`config.mk`:
```
export PLATFORM = sky130hd
export DESIGN_NAME = mem_port_arbiter
export DESIGN_NICKNAME = d
export VERILOG_FILES = /design/src/rtl/mem_port_arbiter_pkg.sv /design/src/rtl/mem_port_arbiter_timeout.sv /design/src/rtl/mem_port_arbiter.sv
export SDC_FILE = /design/constraint.sdc
export NUM_CORES = 1
export LEC_CHECK = 0
export ABC_AREA = 1
export CORE_ASPECT_RATIO = 0.75
export CORE_MARGIN = 10
export CORE_UTILIZATION = 39
export DETAILED_ROUTE_END_ITERATION = 10
export HOLD_SLACK_MARGIN = 0.15
export PLACE_DENSITY = 0.87
export SYNTH_ARGS = -nofsm -noshare
export SYNTH_HDL_FRONTEND = slang
export SYNTH_SLANG_ARGS = --single-unit
```
`constraint.sdc`:
```
create_clock -name clk -period 3 [get_ports clk]
set_input_delay 0.75 -clock clk [delete_from_list [all_inputs] [get_ports clk]]
set_output_delay 0.75 -clock clk [all_outputs]
set_load 0.01 [all_outputs]
```
`src/rtl/mem_port_arbiter_pkg.sv`:
```
// Shared types for mem_port_arbiter: FSM states, grant owner, memory access sizes
// and the conflict-resolution helper.
package mem_port_arbiter_pkg;

  typedef enum logic [1:0] {
    IDLE   = 2'd0,
    BUSY_I = 2'd1,
    BUSY_D = 2'd2
  } arb_state_e;

  typedef enum logic {
    GNT_I = 1'b0,
    GNT_D = 1'b1
  } grant_e;

  // Same encoding readDataExtend uses for memSize.
  typedef enum logic [1:0] {
    MEM_SIZE_BYTE = 2'b00,
    MEM_SIZE_HALF = 2'b01,
    MEM_SIZE_WORD = 2'b10
  } mem_size_e;

  typedef struct packed {
    logic gnt_i;
    logic gnt_d;
  } grant_t;

  // On conflict data wins unless it also won last time, so fetch cannot starve.
  function automatic grant_t arb_pick(input logic   if_elig,
                                      input logic   d_elig,
                                      input grant_e last_grant);
    grant_t g;
    g.gnt_i = if_elig & (~d_elig | (last_grant == GNT_D));
    g.gnt_d = d_elig  & (~if_elig | (last_grant == GNT_I));
    return g;
  endfunction

endpackage

```
`src/rtl/mem_port_arbiter_timeout.sv`:
```
// mem_timeout_ctr: per-transaction wait counter with a sticky timeout error flag.
// Only instantiated when MEMARB_TIMEOUT_EN is defined.
module mem_timeout_ctr #(
  parameter int unsigned TIMEOUT_CYCLES = 64
) (
  input  logic clk,
  input  logic reset_x,
  input  logic i_clr,
  input  logic i_busy,
  input  logic i_ack,
  output logic o_timeout,
  output logic o_err
);

  localparam int unsigned CNT_W = (TIMEOUT_CYCLES > 1) ? $clog2(TIMEOUT_CYCLES) : 1;
  localparam logic [CNT_W-1:0] CNT_LAST = CNT_W'(TIMEOUT_CYCLES - 1);

  logic [CNT_W-1:0] cnt_q, cnt_d;
  logic             err_q, err_d;

  // Fires in the TIMEOUT_CYCLES-th busy cycle that sees no ack.
  assign o_timeout = i_busy & ~i_ack & (cnt_q == CNT_LAST);
  assign o_err     = err_q;

  always_comb begin
    cnt_d = cnt_q;
    err_d = err_q | o_timeout;
    if (i_clr | o_timeout) begin
      cnt_d = '0;
    end else if (i_busy & ~i_ack) begin
      cnt_d = cnt_q + CNT_W'(1);
    end
  end

  always_ff @(posedge clk or negedge reset_x) begin
    if (!reset_x) begin
      cnt_q <= '0;
      err_q <= 1'b0;
    end else begin
      cnt_q <= cnt_d;
      err_q <= err_d;
    end
  end

endmodule

```
`src/rtl/mem_port_arbiter.sv`:
```
// Arbitrates one single-ported memory between instruction fetch and data access.
// Define MEMARB_TIMEOUT_EN to add the ack timeout counter and sticky o_err.
module mem_port_arbiter
  import mem_port_arbiter_pkg::*;
#(
  parameter int unsigned ADDR_W         = 32,
  parameter int unsigned DATA_W         = 32,
  parameter int unsigned TIMEOUT_CYCLES = 64
) (
  input  logic              clk,
  input  logic              reset_x,
  input  logic              i_if_req,
  input  logic [ADDR_W-1:0] i_if_addr,
  output logic [DATA_W-1:0] o_if_rdata,
  output logic              o_if_ready,
  output logic              o_if_stall,
  input  logic              i_d_req,
  input  logic              i_d_we,
  input  logic [1:0]        i_d_size,
  input  logic [ADDR_W-1:0] i_d_addr,
  input  logic [DATA_W-1:0] i_d_wdata,
  output logic [DATA_W-1:0] o_d_rdata,
  output logic              o_d_ready,
  output logic              o_d_stall,
  output logic              o_m_req,
  output logic              o_m_we,
  output logic [1:0]        o_m_size,
  output logic [ADDR_W-1:0] o_m_addr,
  output logic [DATA_W-1:0] o_m_wdata,
  input  logic [DATA_W-1:0] i_m_rdata,
  input  logic              i_m_ack,
  output logic              o_err
);

  arb_state_e        state_q, state_d;
  grant_e            last_grant_q, last_grant_d;
  logic              m_req_q, m_req_d;
  logic              m_we_q, m_we_d;
  logic [1:0]        m_size_q, m_size_d;
  logic [ADDR_W-1:0] m_addr_q, m_addr_d;
  logic [DATA_W-1:0] m_wdata_q, m_wdata_d;

  logic              busy;
  logic              ack;
  logic              timeout;
  logic              done;
  logic              can_arb;
  logic              if_elig;
  logic              d_elig;
  logic              if_hit;
  grant_t            gnt;
  logic [DATA_W-1:0] rdata;

  assign busy = (state_q != IDLE);
  assign ack  = busy & i_m_ack;
  assign done = ack | timeout;

  // A redirected PC no longer matches the latched address: complete silently.
  assign if_hit     = i_if_req & (i_if_addr == m_addr_q);
  assign o_if_ready = (state_q == BUSY_I) & done & if_hit;
  assign o_d_ready  = (state_q == BUSY_D) & done & i_d_req;
  assign o_if_stall = i_if_req & ~o_if_ready;
  assign o_d_stall  = i_d_req & ~o_d_ready;

  assign rdata      = timeout ? '0 : i_m_rdata;
  assign o_if_rdata = rdata;
  assign o_d_rdata  = rdata;

  assign o_m_req   = m_req_q;
  assign o_m_we    = m_we_q;
  assign o_m_size  = m_size_q;
  assign o_m_addr  = m_addr_q;
  assign o_m_wdata = m_wdata_q;

  always_comb begin
    state_d      = state_q;
    last_grant_d = last_grant_q;
    m_req_d      = m_req_q;
    m_we_d       = m_we_q;
    m_size_d     = m_size_q;
    m_addr_d     = m_addr_q;
    m_wdata_d    = m_wdata_q;

    // The completing owner sits out its ack cycle; the other side may chain in.
    can_arb = (state_q == IDLE) | ack;
    if_elig = i_if_req & can_arb & (state_q != BUSY_I);
    d_elig  = i_d_req  & can_arb & (state_q != BUSY_D);
    gnt     = arb_pick(if_elig, d_elig, last_grant_q);

    if (gnt.gnt_i) begin
      state_d      = BUSY_I;
      last_grant_d = GNT_I;
      m_req_d      = 1'b1;
      m_we_d       = 1'b0;
      m_size_d     = MEM_SIZE_WORD;
      m_addr_d     = i_if_addr;
      m_wdata_d    = '0;
    end else if (gnt.gnt_d) begin
      state_d      = BUSY_D;
      last_grant_d = GNT_D;
      m_req_d      = 1'b1;
      m_we_d       = i_d_we;
      m_size_d     = i_d_size;
      m_addr_d     = i_d_addr;
      m_wdata_d    = i_d_wdata;
    end else if (done) begin
      state_d = IDLE;
      m_req_d = 1'b0;
    end
  end

  always_ff @(posedge clk or negedge reset_x) begin
    if (!reset_x) begin
      state_q      <= IDLE;
      last_grant_q <= GNT_D;
      m_req_q      <= 1'b0;
      m_we_q       <= 1'b0;
      m_size_q     <= '0;
      m_addr_q     <= '0;
      m_wdata_q    <= '0;
    end else begin
      state_q      <= state_d;
      last_grant_q <= last_grant_d;
      m_req_q      <= m_req_d;
      m_we_q       <= m_we_d;
      m_size_q     <= m_size_d;
      m_addr_q     <= m_addr_d;
      m_wdata_q    <= m_wdata_d;
    end
  end

`ifdef MEMARB_TIMEOUT_EN
  mem_timeout_ctr #(
    .TIMEOUT_CYCLES(TIMEOUT_CYCLES)
  ) u_timeout (
    .clk      (clk),
    .reset_x  (reset_x),
    .i_clr    (gnt.gnt_i | gnt.gnt_d),
    .i_busy   (busy),
    .i_ack    (ack),
    .o_timeout(timeout),
    .o_err    (o_err)
  );
`else
  assign timeout = 1'b0;
  assign o_err   = 1'b0;
`endif

endmodule

```
==> results.toml <==
[setup_path]
critical_path_class = "input port to primary output"
endpoint_kind = "primary output"
path_buf_inv = 3
critPathSlowestCell = "clkdlybuf4s50_1"
required_ns = 2.25
r2r-start = "state_q[1]"
crit_arrival_ns = 2.20
r2r_slack_ns = 1.15
reg2reg_to = "o_m_addr[30]"
cp_max_fo = 5
cpMostUsedCell = "clkdlybuf4s50_1"
slowest_delay_ns = 0.59
path_cells = "clkdlybuf4s50_1, inv_1, nor3b_1, clkdlybuf4s50_1"
rr_worst_depth = 8
start_kind = "input port"
cpLargestDelayFamily = "buffers and inverters"

[power_and_ir_drop]
power.share.clock_pct = 22.3
pwr-share-seq_pct = 30.5
p_sw_share_pct = 37.9
power_density_nw_per_um2 = 971
combPwrFrac_pct = 47.2
totalPowerFinal_mw = 5.67
power_leakage_nw = 2.83
internal_power_mw = 3.52
ir_worst_vdd_mv = 0.498
p_sw_mw = 2.15

[detailed_routing]
detail_route.first_pass.iterations = 4
ant_nets = 0
routed_wirelength_um = 13400
drcViolationCount = 0
routed_via_density = 4.75
detail_route.iter0.violations = 206
post_drt_wl_per_cell_um = 16.8
via_count = 3792

[clock_network]
clock-root-buffer = "clkbuf_16"
cts_tree = "built"
numCtsBuffers = 9
post_cts_buffers = 0
cts.hold.buffers_added = 0
clock-sinks = 71
clk-insertion-delay-late_ns = 0.33
cts.clk_slew.worst_paths_ns = 0.06
cts_buffer_depth = 2
h-tree-depth = 3

[die]
coreArea_um2 = 10200
placementRows = 32
die-area_um2 = 14900
pin_count = 273
die_y_um = 108
initial_core_util_pct = 39.7
die_w_um = 138

[logic_synthesis]
synth_area_per_cell_um2 = 7.43
yosysWarnings = 0
synth_area_leaders = "dfrtp_1, nand2_1, buf_4, nand3_1, inv_1"
yosysTopAreaCellShare_pct = 43.2
ys_seq_elements = 71
ys_seq_area_share_pct = 43.8
synth_area_um2 = 4060
yosys.area.top_type = "dfrtp_1"
synth_cell_types = 24
synthCells = 546
synthesis.nets = 682

[timing]
setup_slack_ns = 0.0485
rsz0062_at_grt = "no"
fin_skew_ns = 0.00685
period_needed_ns = 2.95
maxSlewHeadroom_pct = 38.7
setup_tns_ns = 0
whs_ns = 0.468
slew_viol_final = 0
finalSetupViolCount = 0
fmax_mhz = 339
tightest_slew_ns = 0.919
final_hold_viol_count = 0
fin_crit_sh_pct = 98.4

[cells_and_area]
design_area_um2 = 5840
layout_common_cells = "nand2_1, clkdlybuf4s50_1, dfrtp_1, nand3_1, inv_1"
stdcell_count = 798
diodes = 0
final.fill_count = 933
layout.nets = 793
layout_commonest_cell = "nand2_1"
fin_util_pct = 57.2
drive_gt1_share_pct = 7.10
syn_to_final_growth_pct = 44.1

[global_route]
antenna_found_initial = 0
grt_max_degree = 72
use_met3_pct = 10.7
grt.met2_usage_pct = 28.6
grt_overflow = 0
busiest_layer = "met2"
grt_pass1_wl_um = 20900
use_met1_pct = 19.7
grtUsageTotal_pct = 17.6
grt_pass1_vias = 4050

[place]
place_area_um2 = 5460
placed_cells = 782
hpwl_um = 10100
gp_congestion = 0.821
preCtsSetupSlack_ns = -0.347
io_buffers = 175

[worst_hold_path]
hold_class = "flop to flop"
hold_end = "o_m_wdata[15]"
min-delay-start = "o_m_wdata[15]"
hold_depth = 2

[run]
maxCapViolCount = 0

[status]
status = "complete, no violations"
[state kept, by name, summed over array words and instances (netlist names)]
register,count
o_m_we,1
o_m_addr,32
state_q,2
o_m_wdata,32
o_m_req,1
last_grant_q,1
o_m_size,2
[layout make-up]
cell class | instances | area, um^2 | area share [%]
clock buffer | 11 | 253 | 4.33
clock inverter | 5 | 104 | 1.78
inverter | 45 | 169 | 2.89
multi-input combinational | 345 | 1540 | 26.4
sequential | 71 | 1780 | 30.4
tap | 136 | 170 | 2.91
timing repair buffer | 185 | 1830 | 31.2
[power groups by stage]
stage / Clock (mW) / Sequential [mW] / Combinational, mW
floorplan: 0 / 1.88 / 1.23
finish: 1.26 / 1.73 / 2.68
global placement: 0 / 1.71 / 2.60
CTS: 1.29 / 1.73 / 2.70
detailed placement: 0 / 1.74 / 2.68
global route: 1.33 / 1.80 / 2.94
[worst max path at each step]
stage / startpoint / cells past startpoint / slack [ns] / end
after floorplan: i_if_addr[18] / 9 / 0.78 / o_if_stall
after global placement: i_if_addr[4] / 10 / -0.30 / o_if_ready
after detailed placement: i_if_addr[4] / 10 / -0.35 / o_if_ready
after CTS: i_if_addr[28] / 11 / 0.01 / o_if_stall
after global routing: i_if_addr[25] / 11 / 0.004 / o_if_stall
final: i_m_ack / 4 / 0.05 / o_d_ready
[synth_stat cells]
cell type / instances
o21ai_1: 2
a21oi_1: 2
nand2_1: 229
xnor2_1: 11
or2_2: 1
nor3b_1: 1
dfstp_2: 1
nand2_2: 1
o21ai_0: 3
inv_1: 41
inv_2: 4
conb_1: 1
nor2_2: 1
buf_4: 66
o211ai_1: 10
xor2_1: 2
dfrtp_1: 70
clkbuf_1: 7
o211ai_2: 1
buf_2: 8
nor2_1: 23
buf_6: 4
nand3_1: 56
o21ai_2: 1
[layer usage]
layer  part of all wire [%]  up-vias
met1                     40     1781
met4                   0.68        0
met2                     46      169
li1                       -     1834
met5                      0        -
met3                     13        8
[cells by family (layout without fill, tap and decap cells)]
family          after synthesis  count (layout)  synth area share [%]
compound gates               19              19                  3.24
flops                        71              71                  43.8
simple gates                312             312                  30.9
xor+xnor                     13              13                  2.81
other cells                   1               1                0.0925
buf+inv                     130             246                  19.1
[tightest hold or removal path, delay by kind of cell (launching register included)]
kind             cells  cell delay, ns
flip-flops           1            0.34
AND/OR/NAND/NOR      2            0.10
[timing repair]
action	4_1_cts	5_1_grt
pin swaps	6	4
setup endpoints to repair	2	2
gates resized for setup	13	8
Power figures use the tool's default switching activity.
